[src/rtl/ck2ck_fifo_pkg.sv]
// Shared types and pointer helpers for the dual-clock FIFO controllers.
// Default widths here are common to the write and read sides.
package ck2ck_fifo_pkg;

  localparam int DEF_DATA_W = 8;
  localparam int DEF_ADDR_W = 4;

  typedef enum logic [1:0] {
    ST_INIT = 2'd0,
    ST_RUN  = 2'd1,
    ST_FULL = 2'd2
  } ty_Ck2CkFifoWrStates;

  function automatic logic [31:0] bin2gray(input logic [31:0] bin, input int width);
    logic [31:0] b;
    b = bin & ((32'h1 << width) - 32'h1);
    return b ^ (b >> 1);
  endfunction

  // Bits above width are masked to zero, so the MSB-down XOR chain is exact.
  function automatic logic [31:0] gray2bin(input logic [31:0] gray, input int width);
    logic [31:0] g;
    logic [31:0] b;
    g = gray & ((32'h1 << width) - 32'h1);
    b = '0;
    b[31] = g[31];
    for (int i = 30; i >= 0; i--) begin
      b[i] = b[i+1] ^ g[i];
    end
    return b;
  endfunction

endpackage

[src/rtl/ck2ck_sync_bus.sv]
// Multi-stage flip-flop synchroniser over a Gray-coded bus, cleared by reset.
module ck2ck_sync_bus #(
  parameter int WIDTH  = 5,
  parameter int STAGES = 2
) (
  input  logic             ck,
  input  logic             arst,
  input  logic [WIDTH-1:0] bus_async,
  output logic [WIDTH-1:0] bus_sync
);

  logic [WIDTH-1:0] stage_q [STAGES];

  always_ff @(posedge ck or posedge arst) begin
    if (arst) begin
      for (int i = 0; i < STAGES; i++) begin
        stage_q[i] <= '0;
      end
    end else begin
      stage_q[0] <= bus_async;
      for (int i = 1; i < STAGES; i++) begin
        stage_q[i] <= stage_q[i-1];
      end
    end
  end

  assign bus_sync = stage_q[STAGES-1];

endmodule

[src/rtl/ck2ck_fifo_wr_ctrl.sv]
// Write-side controller of the dual-clock FIFO (ckFast domain).
// Define CK2CK_WR_OVF_CNT_EN to add the saturating ovfCount / ovfClr pair.
module ck2ck_fifo_wr_ctrl
  import ck2ck_fifo_pkg::*;
#(
  parameter int DATA_W      = DEF_DATA_W,
  parameter int ADDR_W      = DEF_ADDR_W,
  parameter int SYNC_STAGES = 2,
  parameter int AFULL_TH    = 12
) (
  input  logic              ckFast,
  input  logic              arstFast,
  input  logic              pushValid,
  input  logic [DATA_W-1:0] pushData,
  output logic              pushReady,
  output logic              memWrEna,
  output logic [ADDR_W-1:0] memWrAddr,
  output logic [DATA_W-1:0] memWrData,
  output logic [ADDR_W:0]   wrPtrGray,
  input  logic [ADDR_W:0]   rdPtrGrayAsync,
  output logic              full,
  output logic              almostFull,
  output logic [ADDR_W:0]   level,
`ifdef CK2CK_WR_OVF_CNT_EN
  input  logic              ovfClr,
  output logic [15:0]       ovfCount,
`endif
  output logic              overflowErr
);

  localparam int               PTR_W     = ADDR_W + 1;
  localparam logic [2:0]       INIT_LAST = 3'(SYNC_STAGES);
  localparam logic [PTR_W-1:0] AFULL_LVL = PTR_W'(AFULL_TH);

  ty_Ck2CkFifoWrStates state, next_state;
  logic [2:0]       init_cnt;
  logic [PTR_W-1:0] wr_bin;
  logic [PTR_W-1:0] wr_bin_next;
  logic [PTR_W-1:0] wr_gray_next;
  logic [PTR_W-1:0] rd_sync;
  logic [PTR_W-1:0] rd_bin_sync;
  logic [PTR_W-1:0] full_gray;
  logic [PTR_W-1:0] level_next;
  logic             full_test;

  ck2ck_sync_bus #(
    .WIDTH (PTR_W),
    .STAGES(SYNC_STAGES)
  ) u_rd_sync (
    .ck       (ckFast),
    .arst     (arstFast),
    .bus_async(rdPtrGrayAsync),
    .bus_sync (rd_sync)
  );

  assign memWrEna  = pushValid & pushReady;
  assign memWrAddr = wr_bin[ADDR_W-1:0];
  assign memWrData = pushData;

  // Full and level are judged on the post-push pointer so the 2**ADDR_W-th
  // write raises full on its own edge and no later word can overwrite.
  assign wr_bin_next  = wr_bin + PTR_W'(memWrEna);
  assign wr_gray_next = PTR_W'(bin2gray(32'(wr_bin_next), PTR_W));
  assign rd_bin_sync  = PTR_W'(gray2bin(32'(rd_sync), PTR_W));
  assign full_gray    = {~rd_sync[PTR_W-1 -: 2], rd_sync[PTR_W-3:0]};
  assign full_test    = (wr_gray_next == full_gray);
  assign level_next   = wr_bin_next - rd_bin_sync;

  always_comb begin
    next_state = state;
    case (state)
      ST_INIT: if (init_cnt == INIT_LAST) next_state = ST_RUN;
      ST_RUN:  if (full_test) next_state = ST_FULL;
      ST_FULL: if (!full_test) next_state = ST_RUN;
      default: next_state = ST_INIT;
    endcase
  end

  always_ff @(posedge ckFast or posedge arstFast) begin
    if (arstFast) begin
      state       <= ST_INIT;
      init_cnt    <= '0;
      wr_bin      <= '0;
      wrPtrGray   <= '0;
      pushReady   <= 1'b0;
      full        <= 1'b0;
      almostFull  <= 1'b0;
      level       <= '0;
      overflowErr <= 1'b0;
    end else begin
      state <= next_state;
      if (state == ST_INIT && init_cnt != INIT_LAST) begin
        init_cnt <= init_cnt + 3'd1;
      end
      wr_bin      <= wr_bin_next;
      wrPtrGray   <= wr_gray_next;
      pushReady   <= (next_state == ST_RUN);
      full        <= (next_state == ST_FULL);
      level       <= level_next;
      almostFull  <= (level_next >= AFULL_LVL);
      overflowErr <= pushValid & full;
    end
  end

`ifdef CK2CK_WR_OVF_CNT_EN
  always_ff @(posedge ckFast or posedge arstFast) begin
    if (arstFast) begin
      ovfCount <= '0;
    end else if (ovfClr) begin
      ovfCount <= '0;
    end else if (overflowErr && ovfCount != 16'hFFFF) begin
      ovfCount <= ovfCount + 16'd1;
    end
  end
`endif

endmodule

[config.mk]
export PLATFORM = sky130hd
export DESIGN_NAME = ck2ck_fifo_wr_ctrl
export DESIGN_NICKNAME = d
export VERILOG_FILES = /design/src/rtl/ck2ck_fifo_pkg.sv /design/src/rtl/ck2ck_sync_bus.sv /design/src/rtl/ck2ck_fifo_wr_ctrl.sv
export SDC_FILE = /design/constraint.sdc
export NUM_CORES = 1
export LEC_CHECK = 0
export BUFFER_PORTS_ARGS = -buffer_cell sky130_fd_sc_hd__buf_4
export CAP_MARGIN = 30
export CORE_ASPECT_RATIO = 1.5
export CORE_MARGIN = 3
export CORE_UTILIZATION = 36
export CTS_CLUSTER_DIAMETER = 80
export DETAILED_ROUTE_END_ITERATION = 7
export PLACE_DENSITY = 0.59
export SYNTH_ARGS = -nofsm -noshare
export SYNTH_HDL_FRONTEND = slang
export SYNTH_SLANG_ARGS = --single-unit
[constraint.sdc]
create_clock -name ckFast -period 3.42 [get_ports ckFast]
set_clock_uncertainty 0.2 [all_clocks]
set_input_delay 0.342 -clock ckFast [delete_from_list [all_inputs] [get_ports ckFast]]
set_output_delay 0.342 -clock ckFast [all_outputs]
set_load 0.02 [all_outputs]
==> results of run 1 <==
-- kinds of logic after synthesis --
group                      share of synthesized area, %
AOI/OAI and AO/OA                                  6.46
xor gates and xnor gates                           15.6
adders and majority gates                          8.16
buffers and inverters                              6.37
DFF                                                56.1
muxes                                             0.680
and+or+nand+nor                                    6.63
-- layer usage --
metal | global-route usage (%) | part of all wire (%) | routed length (um) | vias to the layer above
met1 | 10.7 | 37 | 844 | 445
met5 | 0 | 0 | 0 | -
li1 | - | - | - | 429
met4 | 6.75 | 2.6 | 60 | 0
met2 | 19.2 | 53 | 1230 | 28
met3 | 5.38 | 7.2 | 165 | 6
-- final timing paths --
| kind | from | end | slack (ps) | cells past startpoint |
|---|---|---|---|---|
| worst max-delay path | u_rd_sync.bus_sync[4] | almostFull | 670 | 11 |
| worst min register to register | u_rd_sync.stage_q[8] | u_rd_sync.bus_sync[3] | 150 | 0 |
| max in group asynchronous | arstFast | u_rd_sync.stage_q[7] | 2210 | 4 |
| worst min-delay path | pushValid | overflowErr | 90 | 2 |
| min in group asynchronous | arstFast | wrPtrGray[3] | 500 | 4 |
| worst max register to register | u_rd_sync.bus_sync[4] | almostFull | 670 | 11 |
-- metrics by stage --
stage               worst slack, ps  instance area (um2)  total power, W
floorplan                       765                 1470         0.00133
global placement                737                 1670         0.00159
detailed placement              654                 1670         0.00161
CTS                             638                 1850         0.00200
global route                    447                 1850         0.00214
finish                          670                 1850         0.00197
-- critical path: stages, from the launching register on --
cell,delay (ps)
dfrtp_1,420
xnor2_2,200
xor2_1,230
xor2_1,300
xnor2_1,110
ha_1,230
fa_1,400
inv_1,70
a21o_1,100
a21oi_1,70
xor2_1,160
a21o_1,160
-- synth_stat cells (2+ instances only) --
cell type and number:
dfrtp_1 33, xnor2_1 13, inv_1 9, buf_4 8, ha_1 8, xor2_1 7, a21o_1 4, nand2_1 4
and2_1 3, nor2_1 3, a21oi_1 2, nand3_1 2, nor2b_1 2, nor4_1 2, o31ai_1 2
-- area by class of cell --
cell class,instances,area (um2),area share [%]
clock buffer,6,82.6,4.47
timing repair buffer,33,263,14.2
multi-input combinational,65,553,29.9
inverter,9,33.8,1.83
clock inverter,2,37.5,2.03
sequential,33,826,44.7
tap,43,53.8,2.91
-- state kept, by name, summed over array words and instances, names as in the netlist --
signal and cells:
level 5, init_cnt 3, full 1, wrPtrGray 5, u_rd_sync.bus_sync 5, wr_bin 4, state 2, pushReady 1
almostFull 1, overflowErr 1, u_rd_sync.stage_q 5
-- repair_timing --
item | in CTS | in global routing
hold buffers | 6 | 0
hold endpoints to repair | 38 | 0
buffers inserted | 0 | 0
-- power by group through the flow --
stage                     registers [W]  logic, W  clock network, W
after floorplan                0.000755  0.000579                 0
after global placement         0.000638  0.000954                 0
after detailed placement       0.000646  0.000969                 0
after CTS                      0.000639  0.000979          0.000385
after global routing           0.000657   0.00108          0.000403
final                          0.000636  0.000959          0.000372
==> impl_metrics.toml, run 1 <==
[setup_path]
path_class = "reg -> reg"
cp_data_required_time_ps = 3390
cp-end-kind = "flip-flop"
arrival_ps = 2720
worst_setup_path_start_kind = "flip-flop"
path_max_fanout = 3

[power]
p_clk_share_pct = 18.9
p_comb_share_pct = 48.8
peakVddDrop_mv = 0.521
internal_power_w = 0.00122
p_sw_share_pct = 37.8
p_sw_w = 0.000744
seqPwrFrac_pct = 32.3
leakagePower_nw = 0.900
p_per_area_nw_per_um2 = 1060

[grt]
grt_pass1_wl_mm = 4.14
grt_use_total_pct = 11.3
grt_max_degree = 34
grt_pass1_vias = 993
antenna_found_initial = 0
overflow = 0

[placed_design]
dp.cells = 177
dp.final_hpwl_mm = 1.74
portBuffers = 26
place_congestion = 0.846

[die]
rows = 27
die_w_um = 58.2
initial_utilization_pct = 38.6
core_um2 = 3820
ios = 43
die_h_um = 84.3
die-area_um2 = 4910

[clock_network]
cts.repair.resized = 0
tritoncts = "done"
cts.path.max_buffers = 2
path_clk_slew_ps = 70
numCtsBuffers = 5
clock_sinks = 33
cts_root_buffer = "clkbuf_8"
clk_latency_ps = 280
h-tree-depth = 2

[synth]
ys_types = 28
synth-seq-cells = 33
synthFlopType = "dfrtp_1"
ys_warn_count = 0
synth_top_area_cell = "dfrtp_1"
synth_nets = 140
yosysTopAreaCellShare_pct = 56.1
syn_area_um2 = 1470
avgSynthCellArea_um2 = 12.8
synth_edf_count = 0
async_reset_ff_share_pct = 100
synth_area_leaders = "dfrtp_1 56%, xnor2_1 7.7%, ha_1 6.8%"
syn_inst = 115
synth-seq-area-share_pct = 56.1

[job]
cap_violations = 0

[cells_and_area]
final_common_cell = "dfrtp_1"
final_cells = 191
nets = 172
diodes = 0
layout_common_cells = "33 x dfrtp_1, 27 x buf_4, 13 x xnor2_1"
layout-drive-gt1-share_pct = 25.0
syn_to_final_growth_pct = 25.6
n_fill_cell = 354
postLayoutCoreUtil_pct = 48.4

[route]
antenna_left = 0
first_iter_violations = 18
routedWlPerCell_um = 12.0
drt-total-wl_mm = 2.30
viasPerCell = 4.75
drt_pass1_iterations = 4
drcViolationCount = 0
vias = 908

[sta]
final-hold-violation-count = 0
final.period_utilization_pct = 80.4
max_freq_mhz = 364
min_period_ps = 2750
fin_hold_ws_ps = 85.4
relSlewSlack_pct = 72.4
setup-tns-final_ps = 0
worst_pin_slew_ps = 414
rsz0062_at_grt = "false"
setup_viol = 0
drv_slew = 0

[worst_hold_path]
hold_class = "in -> reg"

[run_status]
status = "completed"
No activity file was read; power rests on OpenSTA's default activity.
==> run 2, diff against run 1 <==
--- a/config.mk
+++ b/config.mk
@@ -12,7 +12,7 @@
 export CORE_UTILIZATION = 36
 export CTS_CLUSTER_DIAMETER = 80
 export DETAILED_ROUTE_END_ITERATION = 7
-export PLACE_DENSITY = 0.59
+export PLACE_DENSITY = 0.61
 export SYNTH_ARGS = -nofsm -noshare
 export SYNTH_HDL_FRONTEND = slang
 export SYNTH_SLANG_ARGS = --single-unit
==> constraint.sdc (replaced) <==
create_clock -name ckFast -period 2.2 [get_ports ckFast]
set_clock_uncertainty 0.2 [all_clocks]
set_input_delay 0.22 -clock ckFast [delete_from_list [all_inputs] [get_ports ckFast]]
set_output_delay 0.22 -clock ckFast [all_outputs]
set_load 0.02 [all_outputs]
==> impl_metrics.toml, run 2 (same netlist as run 1, synthesis figures left out) <==
[die]
die-area_um2 = 4910
rows = 27
core_um2 = 3820
ios = 43
die_h_um = 84.3
die_w_um = 58.2
initial_utilization_pct = 38.6

[cells_and_area]
final_cells = 217
syn_to_final_growth_pct = 50.0
diodes = 0
final_common_cell = "buf_4"
layout_common_cells = "48 x buf_4, 32 x dfrtp_1, 11 x xnor2_1"
nets = 198
layout-drive-gt1-share_pct = 47.1

[clock_network]
cts_root_buffer = "clkbuf_8"
h-tree-depth = 2
clk_latency_ps = 290
numCtsBuffers = 5
cts.path.max_buffers = 2
tritoncts = "done"
clock_sinks = 33
path_clk_slew_ps = 70

[sta]
final.setup.worst_slack_ps = -419
fin_hold_ws_ps = 148
setup_viol = 8
relSlewSlack_pct = 72.2
rsz0062_at_grt = "true"
worst_pin_slew_ps = 417
final-hold-violation-count = 0
final.period_utilization_pct = 119
setup-tns-final_ps = -1320
max_freq_mhz = 382
min_period_ps = 2620
drv_slew = 0

[placed_design]
dp.cells = 194
dp.final_hpwl_mm = 2.02
portBuffers = 26
place_congestion = 0.710
preCtsSetupSlack_ps = -385

[route]
drt-total-wl_mm = 2.87
drcViolationCount = 0
antenna_left = 0
viasPerCell = 4.63
vias = 1004
routedWlPerCell_um = 13.2
drt_pass1_iterations = 2
first_iter_violations = 13

[power]
peakVddDrop_mv = 0.760
leakagePower_nw = 1.05
p_per_area_nw_per_um2 = 1690

[setup_path]
path_max_fanout = 2
cp_data_required_time_ps = 2180
cp-end-kind = "flip-flop"
arrival_ps = 2600
path_class = "reg -> reg"
worst_setup_path_start_kind = "flip-flop"

[job]
cap_violations = 0

[grt]
grt_pass1_vias = 1052
grt_pass1_wl_mm = 4.80
overflow = 0
grt_max_degree = 34
grt_use_total_pct = 13.4
antenna_found_initial = 0

[worst_hold_path]
hold_class = "reg -> reg"

[run_status]
status = "complete, but fails checks"
violations = "setup timing"
## run 2: cell types whose count changed in the layout (fill, tap and decap cells not counted), sizes merged
cell / change
buf: +25
clkinv: +2
bufinv: -1
clkinvlp: -1
dlygate4sd3: +1
## run 2: final cells by class
cell class | instances | area, um2
tap | 43 | 53.8
fill | 321 | 1610
clock buffer | 6 | 72.6
clock inverter | 2 | 10.0
sequential | 33 | 827
timing repair buffer | 59 | 484
multi-input combinational | 65 | 728
inverter | 9 | 33.8
## run 2: metal layers
metal  global-route usage, %  wire length [um]  up-vias  part of all wire, %
li1                        -                 -      481                    -
met1                    12.5               998      492                   35
met2                    23.9              1670       25                   58
met3                    4.92               125        6                  4.4
met4                    8.23                76        0                  2.6
met5                       0                 0        -                    0
## run 2: power by group
group          switching (W)  internal [W]
logic                0.00110       0.00119
clock network       0.000218      0.000219
registers           0.000174      0.000837
total                0.00150       0.00225
## run 2: final timing paths
path | cells after the start | slack [ps] | end | startpoint
min | 0 | 150 | u_rd_sync.bus_sync[3] | u_rd_sync.stage_q[8]
max in group asynchronous | 4 | 1080 | pushReady | arstFast
min in group asynchronous | 4 | 380 | wrPtrGray[4] | arstFast
min reg2reg | 0 | 150 | u_rd_sync.bus_sync[3] | u_rd_sync.stage_q[8]
max | 11 | -420 | almostFull | u_rd_sync.bus_sync[3]
max reg2reg | 11 | -420 | almostFull | u_rd_sync.bus_sync[3]
## run 2: critical path: stages, from the launching register on
cell,delay [ps]
dfrtp_1,410
xnor2_2,250
xor2_2,240
xor2_2,200
xnor2_1,110
ha_2,210
fa_2,370
inv_2,60
a21o_1,110
a21oi_2,50
xor2_1,150
a21o_1,160
## run 2: metrics by stage
step	area [um2]	power (W)	util (%)
2_1_floorplan	1530	0.00218	-
3_3_place_gp	1860	0.00282	48.6
3_5_place_dp	1860	0.00289	48.6
4_1_cts	2060	0.00348	53.9
5_1_grt	2210	0.00402	57.9
6_report	2210	0.00374	57.9
## run 2: timing repair
action	CTS	global route
endpoints found under the setup margin	8	9
pin swaps	6	13
buffers inserted	3	5
resized for setup	7	15
hold buffers	7	0
hold endpoints to repair	39	0
